--- config.mk ---
export PLATFORM = sky130hd
export DESIGN_NAME = axi_sram_wr_bridge
export DESIGN_NICKNAME = d
export VERILOG_FILES = /design/src/rtl/axi_sram_wr_bridge.sv
export SDC_FILE = /design/constraint.sdc
export NUM_CORES = 1
export LEC_CHECK = 0
export CORE_ASPECT_RATIO = 1.25
export CORE_MARGIN = 2
export CORE_UTILIZATION = 43
export CTS_BUF_LIST = sky130_fd_sc_hd__clkbuf_4
export CTS_CLUSTER_DIAMETER = 30
export DETAILED_ROUTE_END_ITERATION = 6
export GPL_ROUTABILITY_DRIVEN = 1
export HOLD_SLACK_MARGIN = 0.12
export PLACE_DENSITY = 0.79
export SLEW_MARGIN = 20
export SYNTH_ARGS = -nofsm -noshare
export SYNTH_HDL_FRONTEND = slang
export SYNTH_SLANG_ARGS = --single-unit
--- constraint.sdc ---
create_clock -name aclk -period 4.06 [get_ports aclk]
set_input_delay 0.406 -clock aclk [delete_from_list [all_inputs] [get_ports aclk]]
set_output_delay 0.406 -clock aclk [all_outputs]
set_load 0.005 [all_outputs]
--- src/rtl/axi_sram_wr_bridge.sv ---
`default_nettype none
// ============================================================================
// Module   : axi_sram_wr_bridge
// Brief    : AXI3 slave write bridge onto a single-cycle synchronous SRAM
//            write port. One outstanding burst; one B response per burst.
//            Optional macro AXI_SRAM_WR_WRAP_BURST_EN enables WRAP bursts;
//            without it WRAP bursts drain with no writes and BRESP=SLVERR.
// Revision : 1.0 - initial release
// ============================================================================
module axi_sram_wr_bridge #(
  parameter int ADDR_WIDTH = 32,
  parameter int DATA_WIDTH = 32,
  parameter int ID_WIDTH   = 4,
  parameter int LEN_WIDTH  = 4
) (
  input  logic                    aclk,
  input  logic                    areset,
  input  logic [ADDR_WIDTH-1:0]   m_awaddr,
  input  logic [1:0]              m_awburst,
  input  logic [ID_WIDTH-1:0]     m_awid,
  input  logic [LEN_WIDTH-1:0]    m_awlen,
  input  logic [2:0]              m_awsize,
  input  logic                    m_awvalid,
  output logic                    m_awready,
  input  logic [DATA_WIDTH-1:0]   m_wdata,
  input  logic [ID_WIDTH-1:0]     m_wid,
  input  logic [DATA_WIDTH/8-1:0] m_wstrb,
  input  logic                    m_wlast,
  input  logic                    m_wvalid,
  output logic                    m_wready,
  output logic [ID_WIDTH-1:0]     m_bid,
  output logic [1:0]              m_bresp,
  output logic                    m_bvalid,
  input  logic                    m_bready,
  output logic [ADDR_WIDTH-1:0]   ram_waddr,
  output logic [DATA_WIDTH-1:0]   ram_wdata,
  output logic [DATA_WIDTH/8-1:0] ram_wen
);

  localparam int c_strb_width = DATA_WIDTH / 8;
  localparam logic [2:0] c_max_size = 3'($clog2(c_strb_width));
  localparam logic [ADDR_WIDTH-1:0] c_addr_one = {{(ADDR_WIDTH-1){1'b0}}, 1'b1};
  localparam logic [LEN_WIDTH-1:0]  c_len_one  = {{(LEN_WIDTH-1){1'b0}}, 1'b1};

`ifdef AXI_SRAM_WR_WRAP_BURST_EN
  localparam logic c_wrap_en = 1'b1;
`else
  localparam logic c_wrap_en = 1'b0;
`endif

  typedef enum logic [1:0] {
    ST_IDLE = 2'd0,
    ST_DATA = 2'd1,
    ST_RESP = 2'd2
  } state_t;

  state_t                  r_state;
  state_t                  w_next_state;
  logic [ID_WIDTH-1:0]     r_id;
  logic [ADDR_WIDTH-1:0]   r_addr;
  logic [LEN_WIDTH-1:0]    r_len;
  logic [2:0]              r_size;
  logic [1:0]              r_burst;
  logic [LEN_WIDTH-1:0]    r_cnt;
  logic                    r_err;      // any error in this burst -> SLVERR
  logic                    r_cfg_err;  // illegal AW attributes -> suppress writes

  logic                    w_aw_hs;
  logic                    w_w_hs;
  logic                    w_last_beat;
  logic                    w_len_ok;
  logic                    w_aw_err;
  logic [ADDR_WIDTH-1:0]   w_bytes;
  logic [ADDR_WIDTH-1:0]   w_aligned;
  logic [ADDR_WIDTH-1:0]   w_incr;
  logic [ADDR_WIDTH-1:0]   w_win;
  logic [ADDR_WIDTH-1:0]   w_wmask;
  logic [ADDR_WIDTH-1:0]   w_wrap;
  logic [ADDR_WIDTH-1:0]   w_next_addr;

  assign w_aw_hs     = m_awvalid & m_awready;
  assign w_w_hs      = m_wvalid & m_wready;
  assign w_last_beat = (r_cnt == r_len);

  // AW attribute check: reserved burst, oversize beat, or an unsupported WRAP.
  assign w_len_ok = (m_awlen == LEN_WIDTH'(1)) | (m_awlen == LEN_WIDTH'(3)) |
                    (m_awlen == LEN_WIDTH'(7)) | (m_awlen == LEN_WIDTH'(15));
  assign w_aw_err = (m_awburst == 2'b11) | (m_awsize > c_max_size) |
                    ((m_awburst == 2'b10) & (~c_wrap_en | ~w_len_ok));

  // Next beat address: INCR aligns to the beat size, WRAP stays in its window.
  assign w_bytes   = c_addr_one << r_size;
  assign w_aligned = r_addr & ~(w_bytes - c_addr_one);
  assign w_incr    = w_aligned + w_bytes;
  assign w_win     = ({{(ADDR_WIDTH-LEN_WIDTH){1'b0}}, r_len} + c_addr_one) << r_size;
  assign w_wmask   = w_win - c_addr_one;
  assign w_wrap    = (w_aligned & ~w_wmask) | (w_incr & w_wmask);

  // Select the post-beat address by burst type; FIXED holds.
  always_comb begin
    w_next_addr = r_addr;
    case (r_burst)
      2'b01:   w_next_addr = w_incr;
      2'b10:   w_next_addr = w_wrap;
      default: w_next_addr = r_addr;
    endcase
  end

  // FSM state register.
  always_ff @(posedge aclk) begin
    if (areset) r_state <= ST_IDLE;
    else        r_state <= w_next_state;
  end

  // FSM next state and channel handshake outputs.
  always_comb begin
    w_next_state = r_state;
    m_awready    = 1'b0;
    m_wready     = 1'b0;
    m_bvalid     = 1'b0;
    case (r_state)
      ST_IDLE: begin
        m_awready = ~areset;
        if (m_awvalid) w_next_state = ST_DATA;
      end
      ST_DATA: begin
        m_wready = 1'b1;
        // awlen, not wlast, decides where the burst ends.
        if (m_wvalid && w_last_beat) w_next_state = ST_RESP;
      end
      ST_RESP: begin
        m_bvalid = 1'b1;
        if (m_bready) w_next_state = ST_IDLE;
      end
      default: w_next_state = ST_IDLE;
    endcase
  end

  // Burst context: latch AW, step address/count per beat, collect errors.
  always_ff @(posedge aclk) begin
    if (areset) begin
      r_id      <= '0;
      r_addr    <= '0;
      r_len     <= '0;
      r_size    <= '0;
      r_burst   <= '0;
      r_cnt     <= '0;
      r_err     <= 1'b0;
      r_cfg_err <= 1'b0;
    end else begin
      if (w_aw_hs) begin
        r_id      <= m_awid;
        r_addr    <= m_awaddr;
        r_len     <= m_awlen;
        r_size    <= m_awsize;
        r_burst   <= m_awburst;
        r_cnt     <= '0;
        r_err     <= w_aw_err;
        r_cfg_err <= w_aw_err;
      end
      if (w_w_hs) begin
        r_addr <= w_next_addr;
        if (!w_last_beat) r_cnt <= r_cnt + c_len_one;
        if ((m_wid != r_id) || (m_wlast != w_last_beat)) r_err <= 1'b1;
      end
    end
  end

  // Protocol errors (WID/WLAST) only affect the response; the data itself is
  // still written. Only illegal AW attributes block the SRAM write.
  assign ram_waddr = r_addr;
  assign ram_wdata = m_wdata;
  assign ram_wen   = (w_w_hs && !r_cfg_err) ? m_wstrb : '0;
  assign m_bid     = r_id;
  assign m_bresp   = r_err ? 2'b10 : 2'b00;

endmodule
`default_nettype wire

==> results.ini <==
[timing]
hold_viol=0
maxSlewHeadroom_pct=39.7
finalCriticalPeriod_ps=3880
fin_tns_setup_ps=0
finalSetupViolations=0
rsz0062_at_grt=no
worst_pin_slew_ps=896
max_freq_ghz=0.258
skew_ps=13.0
finalCritPeriodShare_pct=95.5
slew_viol_final=0

[critical_path]
crit_top_cell=a21oi_1
worst_ep_required_time_ps=4400
arrival_ps=4220
timing.rr.start=r_size[1]
worstSetupStartpointType=flip-flop
cpPeakStageDelay_ps=460
timing.rr.end=ram_waddr[31]
crit_slowest_cell=or3b_1
crit_path_max_fanout=6
reg2reg_slack_ps=180
path_cells=or3b_1 > ha_2 > nor3_1 > a21oi_1 > o211a_1 > ha_1 > o21ai_0 > a21o_1 > a221oi_2 > o21ai_2 > or3_4 > nor4_4 > mux2_1 > a21oi_1
ff2ff_path_depth=14
worstSetupPathType=reg2reg
cp-end-kind=flip-flop

[power_and_ir_drop]
power_density_mw_per_mm2=253
leakage_nw=2.16
irDropWorstVdd_mv=0.162

[finish]
layout_commonest_cell=clkdlybuf4s50_1
drive_above_1_share_pct=9.24
syn2layout_area_growth_pct=19.9
final_cell_mix=clkdlybuf4s50_1, nand2_1, nor2_1, dfxtp_1, a21oi_1
instances_no_fill=872
nNetsFinal=839

[hold_path]
min_to=r_burst[0]
holdCritPathClass=reg2reg
worstHoldStart=r_burst[0]
holdPathStages=2

[floorplan]
ioPinCount=168
initial_core_util_pct=44.3
die_area_mm2=0.0124
rows=43
die_h_um=124
die_w_um=100
core_area_mm2=0.0112

[detailed_routing]
antenna_left=0
drt-initial-drc-count=490
drcViolationCount=0
vias_per_cell=6.32
finalWirelength_mm=16.4
dr.pass1.iters=5
wl_per_cell_um=18.8
via_count=5509

[synthesis]
syn-num-nets=789
synth_warnings=0
avgSynthCellArea_um2=7.24
syn-cell-area_mm2=0.00496
synth-seq-cells=53
synth-edff-count=0
synth_cell_types=90
synthCells=685
yosys_most_used_dff=dfxtp_1
ys_seq_area_share_pct=21.4
synth-async-reset-ratio_pct=0

[cts]
worstSkewPairLatency_ps=410
ctsHtreeMaxLevel=2
cts_tree=built
clk_pin_slew_ps=160
hold_buffers=0
clock-root-buffer=clkbuf_4
cts_buffers=5
cts_sinks=53
clockBufferDepth=2

[global_routing]
grt_max_degree=53
grt_pass1_wl_mm=25.9
grt_usage_pct=25.9
grt-ovfl-total=0
grt_pass1_vias=5291
antenna_found_initial=1

[outcome]
status=finished clean

[placement]
place.gp.congestion=0.991
dp_hpwl_mm=12.1
placed_cells_incl_taps=863
io_buffers=102

[job]
maxCapViolCount=0

## Yosys cell counts (8+ instances only)
library cell / number / share of area (%)
a211oi_1: 10 / 1.5
nor3_1: 22 / 2.2
nor2_1: 62 / 4.7
clkbuf_1: 31 / 2.3
a21oi_1: 44 / 4.4
o211ai_1: 10 / 1.5
o21ai_1: 8 / 0.81
inv_1: 11 / 0.83
nand2_1: 97 / 7.3
buf_4: 35 / 5.3
a31oi_1: 12 / 1.5
xnor2_1: 12 / 2.1
and2_1: 8 / 1.0
ha_1: 13 / 3.3
xor2_1: 13 / 2.3
nor4_1: 9 / 1.1
nand3_1: 21 / 2.1
and3_1: 13 / 1.6
dfxtp_1: 53 / 21
o21ai_0: 32 / 3.2
nand4_1: 8 / 1.0
## registers in the layout, indices dropped and copies added, names as in the netlist
signal     cells
ram_waddr     32
m_bid          4
r_cnt          4
r_len          4
r_size         3
r_burst        2
r_state        2
r_cfg_err      1
r_err          1
## area by class of cell
class                      count  area [um2]
clock inverter                 3        41.3
inverter                      12        45.0
antenna                        1        2.50
multi-input combinational    542        3430
tap                          135         169
sequential                    53        1060
clock buffer                   5        37.5
fill                        1092        5250
timing repair buffer         121        1160
## report_power, final
part           switching [mW]  internal (mW)  leakage (nW)
registers              0.0592          0.559         0.435
logic                   0.308          0.258          1.69
clock network           0.191          0.128        0.0389
total                   0.557          0.945          2.16
## per-stage QoR
stage	area (um2)	hold WS (ps)	utilization (%)	worst slack (ps)	power (mW)
finish	5940	502	53.1	182	1.50
global route	5940	526	53.1	30.7	1.57
CTS	5930	502	53.0	174	1.49
detailed placement	5850	482	52.3	205	1.18
global placement	5850	468	52.3	315	1.17
floorplan	4960	453	-	198	0.967
## per-layer routing
metal	routed length, um	up-vias	GRT usage, %
met5	0	-	0
met4	657	0	13.0
met3	1190	53	3.03
met2	8080	267	45.9
met1	6490	2605	31.0
li1	-	2584	-
## logic make-up after synthesis
group	after synthesis	share of synthesized area, %
adder cells (fa/ha/maj)	13	3.28
AO/OA/AOI/OAI	192	27.6
flip-flops	53	21.4
buffers and inverters	90	9.77
multiplexers	13	2.78
AND/OR/NAND/NOR	298	30.7
other	1	0.0756
XOR/XNOR	25	4.42
## repair_timing
action,CTS,global route
setup buffers,0,0
gates resized for setup,0,3
endpoints found under the setup margin,0,2
## critical path, delay by kind of cell, from the launching register on
kind | cells | cell delay [ps]
fa+ha+maj | 2 | 630
compound gates | 7 | 1190
simple gates | 4 | 1270
flops | 1 | 380
mux | 1 | 350
## worst max path at each step
stage / from / endpoint / slack, ps
global placement: r_size[0] / ram_waddr[31] / 310
floorplan: r_size[0] / ram_waddr[31] / 200
finish: r_size[1] / ram_waddr[31] / 180
CTS: r_size[0] / ram_waddr[31] / 170
detailed placement: r_size[0] / ram_waddr[31] / 200
global route: r_size[1] / ram_waddr[31] / 30
(Power assumes the default switching activity.)
